===== src/rtl/uart_out.sv =====
// uart_out: memory-mapped serial transmitter with a small transmit FIFO.
// TXDATA (0x001) queues a byte. STATUS (0x002) reports busy/full/overflow;
// writing it clears overflow. Reads return one cycle later, matching memory timing.
// Optional feature: define UART_OUT_PARITY_EN to insert an even parity bit
// between the last data bit and the stop bit.
module uart_out #(
  parameter int CLK_DIV    = 16,
  parameter int FIFO_DEPTH = 8
) (
  input  logic        clk,
  input  logic        rst,
  input  logic [9:0]  mem_addr,
  input  logic [15:0] wr_data,
  input  logic        mem_wr,
  output logic [15:0] rd_data_io,
  output logic        rd_sel,
  output logic        uart_tx
);

  localparam int AW = $clog2(FIFO_DEPTH);
  localparam int CW = AW + 1;
  localparam int TW = $clog2(CLK_DIV);
  localparam logic [TW-1:0] TIMER_MAX     = TW'(CLK_DIV - 1);
  localparam logic [CW-1:0] FIFO_FULL_CNT = CW'(FIFO_DEPTH);
  localparam logic [9:0]    ADDR_TXDATA   = 10'h001;
  localparam logic [9:0]    ADDR_STATUS   = 10'h002;

  typedef enum logic [2:0] {
    S_IDLE,
    S_START,
    S_DATA,
`ifdef UART_OUT_PARITY_EN
    S_PARITY,
`endif
    S_STOP
  } state_t;

  logic [7:0]    r_fifo [FIFO_DEPTH];
  logic [AW-1:0] r_wrPtr;
  logic [AW-1:0] r_rdPtr;
  logic [CW-1:0] r_count;
  logic          r_overflow;

  state_t        r_state;
  logic [TW-1:0] r_timer;
  logic [2:0]    r_bitCnt;
  logic [7:0]    r_shift;
  logic          r_parity;
  logic          r_tx;

  logic [15:0]   r_rdData;
  logic          r_rdSel;

  state_t        w_nextState;
  logic [TW-1:0] w_nextTimer;
  logic [2:0]    w_nextBitCnt;
  logic [7:0]    w_nextShift;
  logic          w_nextParity;
  logic          w_nextTx;
  logic          w_pop;
  logic          w_push;
  logic          w_pushOk;
  logic          w_full;
  logic          w_empty;
  logic          w_timerDone;
  logic          w_busy;
  logic [7:0]    w_head;
  logic [15:0]   w_status;
  logic          w_unusedHi;

  // Only the low byte of a TXDATA write is transmitted; the upper byte is
  // folded into a deliberately unused net so the intent is explicit.
  assign w_unusedHi = ^wr_data[15:8];

  assign w_push      = mem_wr && (mem_addr == ADDR_TXDATA);
  assign w_full      = (r_count == FIFO_FULL_CNT);
  assign w_empty     = (r_count == '0);
  assign w_pushOk    = w_push && !w_full;
  assign w_head      = r_fifo[r_rdPtr];
  assign w_timerDone = (r_timer == TIMER_MAX);
  assign w_busy      = !w_empty || (r_state != S_IDLE);
  assign w_status    = {13'b0, r_overflow, w_full, w_busy};

  assign uart_tx    = r_tx;
  assign rd_data_io = r_rdData;
  assign rd_sel     = r_rdSel;

  // FIFO storage; contents need no reset because occupancy gates every read.
  always_ff @(posedge clk) begin
    if (!rst && w_pushOk) begin
      r_fifo[r_wrPtr] <= wr_data[7:0];
    end
  end

  // FIFO pointers, occupancy and the sticky overflow flag.
  always_ff @(posedge clk) begin
    if (rst) begin
      r_wrPtr    <= '0;
      r_rdPtr    <= '0;
      r_count    <= '0;
      r_overflow <= 1'b0;
    end else begin
      if (w_pushOk) begin
        r_wrPtr <= r_wrPtr + 1'b1;
      end
      if (w_pop) begin
        r_rdPtr <= r_rdPtr + 1'b1;
      end
      case ({w_pushOk, w_pop})
        2'b10:   r_count <= r_count + 1'b1;
        2'b01:   r_count <= r_count - 1'b1;
        default: r_count <= r_count;
      endcase
      if (w_push && w_full) begin
        r_overflow <= 1'b1;
      end else if (mem_wr && (mem_addr == ADDR_STATUS)) begin
        r_overflow <= 1'b0;
      end
    end
  end

  // Transmit FSM next-state logic; the line level is derived from the next state
  // so uart_tx can be a plain register.
  always_comb begin
    w_nextState  = r_state;
    w_nextTimer  = r_timer;
    w_nextBitCnt = r_bitCnt;
    w_nextShift  = r_shift;
    w_nextParity = r_parity;
    w_pop        = 1'b0;
    w_nextTx     = 1'b1;

    case (r_state)
      S_IDLE: begin
        if (!w_empty) begin
          w_pop        = 1'b1;
          w_nextShift  = w_head;
          w_nextParity = ^w_head;
          w_nextTimer  = '0;
          w_nextBitCnt = '0;
          w_nextState  = S_START;
        end
      end
      S_START: begin
        if (w_timerDone) begin
          w_nextTimer = '0;
          w_nextState = S_DATA;
        end else begin
          w_nextTimer = r_timer + 1'b1;
        end
      end
      S_DATA: begin
        if (w_timerDone) begin
          w_nextTimer = '0;
          if (r_bitCnt == 3'd7) begin
            w_nextBitCnt = '0;
`ifdef UART_OUT_PARITY_EN
            w_nextState  = S_PARITY;
`else
            w_nextState  = S_STOP;
`endif
          end else begin
            w_nextBitCnt = r_bitCnt + 1'b1;
            w_nextShift  = {1'b0, r_shift[7:1]};
          end
        end else begin
          w_nextTimer = r_timer + 1'b1;
        end
      end
`ifdef UART_OUT_PARITY_EN
      S_PARITY: begin
        if (w_timerDone) begin
          w_nextTimer = '0;
          w_nextState = S_STOP;
        end else begin
          w_nextTimer = r_timer + 1'b1;
        end
      end
`endif
      S_STOP: begin
        if (w_timerDone) begin
          w_nextTimer = '0;
          if (!w_empty) begin
            w_pop        = 1'b1;
            w_nextShift  = w_head;
            w_nextParity = ^w_head;
            w_nextBitCnt = '0;
            w_nextState  = S_START;
          end else begin
            w_nextState = S_IDLE;
          end
        end else begin
          w_nextTimer = r_timer + 1'b1;
        end
      end
      default: begin
        w_nextState = S_IDLE;
        w_nextTimer = '0;
      end
    endcase

    case (w_nextState)
      S_START: w_nextTx = 1'b0;
      S_DATA:  w_nextTx = w_nextShift[0];
`ifdef UART_OUT_PARITY_EN
      S_PARITY: w_nextTx = w_nextParity;
`endif
      default: w_nextTx = 1'b1;
    endcase
  end

  // Transmit FSM state register; reset abandons any frame in progress.
  always_ff @(posedge clk) begin
    if (rst) begin
      r_state  <= S_IDLE;
      r_timer  <= '0;
      r_bitCnt <= '0;
      r_shift  <= '0;
      r_parity <= 1'b0;
      r_tx     <= 1'b1;
    end else begin
      r_state  <= w_nextState;
      r_timer  <= w_nextTimer;
      r_bitCnt <= w_nextBitCnt;
      r_shift  <= w_nextShift;
      r_parity <= w_nextParity;
      r_tx     <= w_nextTx;
    end
  end

  // Registered read port: claims the bus only for reads of the two I/O addresses.
  always_ff @(posedge clk) begin
    if (rst) begin
      r_rdData <= '0;
      r_rdSel  <= 1'b0;
    end else if (!mem_wr && (mem_addr == ADDR_TXDATA)) begin
      r_rdData <= '0;
      r_rdSel  <= 1'b1;
    end else if (!mem_wr && (mem_addr == ADDR_STATUS)) begin
      r_rdData <= w_status;
      r_rdSel  <= 1'b1;
    end else begin
      r_rdData <= '0;
      r_rdSel  <= 1'b0;
    end
  end

endmodule


===== config.mk =====
export PLATFORM = sky130hd
export DESIGN_NAME = uart_out
export DESIGN_NICKNAME = d
export VERILOG_FILES = /design/src/rtl/uart_out.sv
export SDC_FILE = /design/constraint.sdc
export NUM_CORES = 1
export LEC_CHECK = 0
export CAP_MARGIN = 20
export CELL_PAD_IN_SITES_DETAIL_PLACEMENT = 1
export CELL_PAD_IN_SITES_GLOBAL_PLACEMENT = 1
export CORE_UTILIZATION = 30
export CTS_BUF_LIST = sky130_fd_sc_hd__clkbuf_8
export DETAILED_ROUTE_END_ITERATION = 10
export PLACE_DENSITY_LB_ADDON = 0.3
export SKIP_LAST_GASP = 1
export SYNTH_ARGS = -nofsm -noshare
export SYNTH_HDL_FRONTEND = slang
export SYNTH_SLANG_ARGS = --single-unit

===== constraint.sdc =====
create_clock -name clk -period 3.5 [get_ports clk]
set_input_delay 0.7 -clock clk [delete_from_list [all_inputs] [get_ports clk]]
set_output_delay 0.7 -clock clk [all_outputs]
set_load 0.05 [all_outputs]

==> impl_metrics.json, run 1 <==
{
  "p_sw_frac": 0.233,
  "synthFlopType": "edfxtp_1",
  "reg2reg_depth": 10,
  "status": "complete, no violations",
  "seq_area_um2": 2660,
  "wl_per_cell_um": 16.6,
  "critical-path-top-delay-family": "simple AND/OR/NAND/NOR gates",
  "post-route-min-period_ns": 3.07,
  "insertion_delay_ns": 0.37,
  "max_freq_mhz": 326,
  "crit_cells": 11,
  "placed_area_um2": 4980,
  "rsz0062_at_grt": "false",
  "reg2reg_to": "r_count[2]$_SDFFE_PP0P_",
  "gp_congestion": 0.762,
  "final_cell_mix": "edfxtp_1 (64), nor2_1 (39), dfxtp_1 (37)",
  "cp_max_fo": 2,
  "place_inst": 558,
  "drt-vias-per-instance": 5.03,
  "power.density_nw_per_um2": 412,
  "p_int_mw": 1.64,
  "synth-seq-area-share": 0.595,
  "final_common_cell": "edfxtp_1",
  "critPathCaptureType": "register",
  "vias": 2889,
  "synth-async-reset-ratio": 0,
  "area_growth_pct": 16.1,
  "syn_inst": 347,
  "cts_hold_buf": 0,
  "critical_path_required_ns": 3.80,
  "startpoint": "mem_addr[7]",
  "cts_buffers": 9,
  "cts_root_buf": "clkbuf_8",
  "synth_seq_cells": 101,
  "tightestPinTransition_ns": 0.873,
  "endpoint": "r_count[2]$_SDFFE_PP0P_",
  "final_cell_count_no_fill": 574,
  "yosys_warnings": 0,
  "gr-total-overflow": 0,
  "critPathBufInv": 1,
  "clkPwrFrac": 0.368,
  "cts_sinks": 101,
  "post-route-period-util": 0.876,
  "p_sw_uw": 498,
  "ctsLongestPathBuffers": 2,
  "drt_first_iter_violations": 159,
  "p_leak_nw": 1.71,
  "first_pass_iters": 4,
  "synth-edff-count": 64,
  "grt_first_pass_wirelength_um": 15400,
  "clk_pin_slew_worst_paths_ns": 0.10,
  "r2r_slack_ns": 0.65,
  "hold_path_depth": 2,
  "drv_cap": 0,
  "cp-start-kind": "input port",
  "comb_power_share": 0.040,
  "first_global_vias": 2926,
  "nFillCells": 1591,
  "drc": 0,
  "grt_use_total": 0.137,
  "drt.antenna.violating_nets": 0,
  "post_cts_resize_count": 0,
  "r2r_start": "r_state[1]$_SDFF_PP0_",
  "die_y_um": 124,
  "clock_skew_ns": 0.0159,
  "numPortBuffers": 25,
  "h-tree-depth": 3,
  "slew_headroom": 0.417,
  "drv_slew": 0,
  "hold_viol": 0,
  "rows": 44,
  "fin_nets": 422,
  "antenna_found_initial": 0,
  "multi_input_area_um2": 1670,
  "seqPwrFrac": 0.591,
  "stdcell_area_um2": 5190,
  "drive_gt1_frac": 0.154,
  "tritoncts": "yes",
  "pin_count": 47,
  "yosys.cell_types.count": 56,
  "finalSetupViolCount": 0,
  "hold_path_class": "register to register",
  "tns_ns": 0,
  "setup_slack_ns": 0.432,
  "whs_ns": 0.463,
  "critPathMaxStageDelay_ns": 0.53,
  "dp_slack_ns": 0.0409,
  "die_area_um2": 15400,
  "diodes": 0,
  "avgSynthCellArea_um2": 12.9,
  "crit_slowest_cell": "or4b_1",
  "cp_cell_sequence": "clkdlybuf4s50_1 -> nor4_4 -> nand3_2 -> or4b_1 -> ha_1 -> xor2_1 -> ha_1 -> a21oi_1 -> xor2_1 -> or3_1 -> a21oi_1",
  "synth_area_um2": 4470,
  "p_total_mw": 2.14,
  "cts_setup_buffers": 0,
  "ir_drop_uv": 249,
  "grt_max_degree": 21,
  "post-route-util": 0.357,
  "initial_core_util": 0.308,
  "coreArea_um2": 14500,
  "crit_arrival_ns": 3.37,
  "critical_path_class": "input port to register",
  "wirelength_um": 9520,
  "dp.final_hpwl_um": 6640,
  "fp.dieW_um": 124
}
==> Yosys cell counts (all sizes together) (2+ instances only) <==
| cell type | instances | area, µm² |
|---|---|---|
| clkbuf | 9 | 33.8 |
| inv | 4 | 15.0 |
| a211oi | 6 | 45.0 |
| buf | 21 | 134 |
| a31oi | 5 | 31.3 |
| a22o | 7 | 61.3 |
| nor2 | 39 | 146 |
| nand2 | 8 | 30.0 |
| nand3 | 8 | 45.0 |
| mux4 | 14 | 315 |
| mux2i | 10 | 100 |
| ha | 8 | 100 |
| nor2b | 3 | 18.8 |
| edfxtp | 64 | 1920 |
| a21oi | 14 | 70.1 |
| a2111oi | 2 | 17.5 |
| mux2 | 3 | 33.8 |
| o31ai | 2 | 15.0 |
| dfxtp | 37 | 741 |
| nand3b | 3 | 22.5 |
| nand2b | 8 | 50.1 |
| nor4 | 5 | 67.6 |
| nand4 | 2 | 12.5 |
| and3 | 3 | 18.8 |
| o22ai | 2 | 12.5 |
| or4 | 2 | 15.0 |
| a22oi | 2 | 15.0 |
| or3 | 3 | 23.8 |
| o21ai | 11 | 55.1 |
| nor3b | 2 | 15.0 |
| xnor2 | 5 | 43.8 |
| xor2 | 5 | 43.8 |
| nor3 | 14 | 75.1 |
==> power groups by stage <==
stage,sequential (mW),combinational [mW],clock (mW)
2_1_floorplan,1.29,0.0576,0
3_3_place_gp,1.29,0.0845,0
3_5_place_dp,1.29,0.0860,0
4_1_cts,1.26,0.0862,0.828
5_1_grt,1.27,0.0931,0.873
6_report,1.26,0.0858,0.788
==> state kept, by name (all words and copies together) (netlist names), named ones only <==
name and count:
r_rdPtr 3, r_state 3, rd_sel 1, r_fifo 64, r_shift 8, r_bitCnt 3, rd_data_io 3, r_wrPtr 3
uart_tx 1, r_timer 4, r_overflow 1, r_count 4
==> kinds of logic (layout without fill, tap and decap cells) <==
family | Yosys count | count (layout) | share of synthesized area
AO/OA/AOI/OAI | 59 | 59 | 0.0870
XOR/XNOR | 10 | 10 | 0.0196
adder cells (fa/ha/maj) | 8 | 8 | 0.0224
buffers and inverters | 35 | 65 | 0.0417
flip-flops | 101 | 101 | 0.595
multiplexers | 27 | 27 | 0.100
other | 1 | 14 | 0.000838
AND/OR/NAND/NOR | 106 | 106 | 0.133
==> worst reg2reg max path: stages (launching register included) <==
cell and delay, ns:
dfxtp_1 0.65, nand4_1 0.26, a2bb2oi_1 0.24, nor2_1 0.39, ha_1 0.26, xor2_1 0.17
ha_1 0.17, a21oi_1 0.05, xor2_1 0.16, or3_1 0.31, a21oi_1 0.13
==> layout make-up <==
class	instances	share of cell area
Sequential cell	101	0.513
Multi-Input combinational cell	224	0.322
Timing Repair Buffer	44	0.0756
Tap cell	184	0.0443
Clock buffer	9	0.0238
Clock inverter	7	0.0181
Inverter	5	0.00361
==> per-layer routing <==
metal  vias up  global-route usage  wire (µm)
met3         7              0.0353        292
met1      1463               0.169       4340
met2        51               0.234       4810
met5         -                   0          0
li1       1368                   -          -
met4         0              0.0394         82
==> worst min path at each step <==
stage	from	end	slack, ns
2_1_floorplan	r_overflow$_SDFFE_PP0P_	rd_data_io[2]$_SDFF_PP0_	0.42
3_3_place_gp	r_overflow$_SDFFE_PP0P_	rd_data_io[2]$_SDFF_PP0_	0.44
3_5_place_dp	r_overflow$_SDFFE_PP0P_	rd_data_io[2]$_SDFF_PP0_	0.45
4_1_cts	r_overflow$_SDFFE_PP0P_	rd_data_io[2]$_SDFF_PP0_	0.47
5_1_grt	r_overflow$_SDFFE_PP0P_	rd_data_io[2]$_SDFF_PP0_	0.49
6_report	r_overflow$_SDFFE_PP0P_	rd_data_io[2]$_SDFF_PP0_	0.46
(Power assumes the default switching activity.)
==> run 2: changes to the inputs <==
Settings changed: GPL_TIMING_DRIVEN from default to 0, HOLD_SLACK_MARGIN from default to 0.15.
==> impl_metrics.json, run 2 (synthesis results as in run 1) <==
{
  "largest_reg_flops": 64,
  "final_common_cell": "edfxtp_1",
  "vias": 2841,
  "p_leak_nw": 1.71,
  "hold_path_class": "register to register",
  "tightestPinTransition_ns": 0.920,
  "hold_viol": 0,
  "numPortBuffers": 25,
  "critPathBufInv": 2,
  "critPathMaxStageDelay_ns": 0.71,
  "die_area_um2": 15400,
  "clk_pin_slew_worst_paths_ns": 0.10,
  "cp_max_fo": 8,
  "grt_max_degree": 20,
  "final_cell_count_no_fill": 585,
  "gr-total-overflow": 0,
  "drv_cap": 0,
  "ctsLongestPathBuffers": 2,
  "wl_per_cell_um": 16.8,
  "slew_headroom": 0.381,
  "post_cts_resize_count": 1,
  "drt-vias-per-instance": 4.86,
  "finalSetupViolCount": 0,
  "power.density_nw_per_um2": 400,
  "rows": 44,
  "status": "complete, no violations",
  "critical-path-top-delay-family": "simple AND/OR/NAND/NOR gates",
  "placed_area_um2": 5010,
  "fin_nets": 433,
  "initial_core_util": 0.308,
  "fp.dieW_um": 124,
  "crit_slowest_cell": "nor2_1",
  "coreArea_um2": 14500,
  "critPathCaptureType": "register",
  "drive_gt1_frac": 0.160,
  "ir_drop_uv": 244,
  "cts_hold_buf": 0,
  "critical_path_class": "input port to register",
  "setup_slack_ns": 0.153,
  "drt_first_iter_violations": 148,
  "post-route-min-period_ns": 3.35,
  "insertion_delay_ns": 0.38,
  "diodes": 0,
  "post-route-util": 0.359,
  "crit_arrival_ns": 3.36,
  "cts_root_buf": "clkbuf_8",
  "dp_slack_ns": -0.467,
  "pin_count": 47,
  "drv_slew": 0,
  "antenna_found_initial": 0,
  "final_cell_mix": "edfxtp_1 (64), dfxtp_1 (37), nor2_1 (35)",
  "place_inst": 569,
  "dp.final_hpwl_um": 6870,
  "cts_buffers": 9,
  "critical_path_required_ns": 3.52,
  "wirelength_um": 9830,
  "cts_setup_buffers": 0,
  "first_global_vias": 2937,
  "cp_cell_sequence": "clkdlybuf4s50_1 -> nor4_4 -> nand3_2 -> or4b_1 -> buf_2 -> or3_4 -> nor2_1",
  "die_y_um": 124,
  "post-route-period-util": 0.956,
  "area_growth_pct": 16.5,
  "cp-start-kind": "input port",
  "max_freq_mhz": 299,
  "tritoncts": "yes",
  "top_regs": "r_fifo: 64 flops, r_shift: 8 flops",
  "clock_skew_ns": 0.00878,
  "stdcell_area_um2": 5210,
  "drc": 0,
  "drt.antenna.violating_nets": 0,
  "grt_first_pass_wirelength_um": 15800,
  "first_pass_iters": 4,
  "gp_congestion": 0.792,
  "grt_use_total": 0.143,
  "largest_register": "r_fifo",
  "h-tree-depth": 3,
  "cts_sinks": 101,
  "rsz0062_at_grt": "false"
}
-- run 2: cell types whose count changed in the layout (fill, tap and decap cells not counted), moves of 3 or more --
| cell | previous run | this run |
|---|---|---|
| buf_2 | 0 | 5 |
| nor2_2 | 0 | 4 |
| buf_1 | 0 | 3 |
| nor2_1 | 39 | 35 |
| clkbuf_1 | 0 | 9 |
| buf_4 | 19 | 13 |
-- run 2: per-layer routing --
metal / up-vias / wire (µm) / track usage
li1: 1385 / - / -
met1: 1397 / 4400 / 0.173
met2: 51 / 4940 / 0.244
met3: 8 / 357 / 0.0366
met4: 0 / 134 / 0.0491
met5: - / 0 / 0
-- run 2: worst reg2reg max path, stage by stage, from the launching register on --
cell and delay [ns]:
dfxtp_1 0.31, buf_2 0.16, nor4_2 0.81, nor2_1 0.29
ha_1 0.36, xor2_1 0.16, ha_1 0.19, a21oi_1 0.14
xor2_1 0.09, or3_1 0.31, a21oi_1 0.14
-- run 2: area by class of cell --
type / count / area (µm²)
Buffer: 30 / 168
Clock buffer: 9 / 124
Clock inverter: 7 / 63.8
Fill cell: 1579 / 9320
Inverter: 5 / 18.8
Multi-Input combinational cell: 224 / 1690
Sequential cell: 101 / 2660
Tap cell: 184 / 230
Timing Repair Buffer: 25 / 250
-- run 2: through the flow --
| stage | total power [mW] | hold slack, ns | TNS, ns |
|---|---|---|---|
| after floorplan | 1.35 | 0.418 | 0 |
| after global placement | 1.39 | 0.442 | -22.78 |
| after detailed placement | 1.39 | 0.443 | -21.26 |
| after CTS | 2.12 | 0.459 | 0 |
| after global routing | 2.16 | 0.485 | 0 |
| final | 2.09 | 0.453 | 0 |
-- run 2: report_power, final --
part	internal, mW	switching (mW)
logic	0.0358	0.0643
registers	1.26	0.000272
clock network	0.277	0.445
-- run 2: final timing paths --
path	from	to	slack, ns	depth (start not counted)
min reg2reg	r_overflow$_SDFFE_PP0P_	rd_data_io[2]$_SDFF_PP0_	0.45	2
min	r_overflow$_SDFFE_PP0P_	rd_data_io[2]$_SDFF_PP0_	0.45	2
max reg2reg	r_count[1]$_SDFFE_PP0P_	r_count[2]$_SDFFE_PP0P_	0.47	10
max	mem_addr[3]	r_fifo[3][2]$_DFFE_PP_	0.15	7
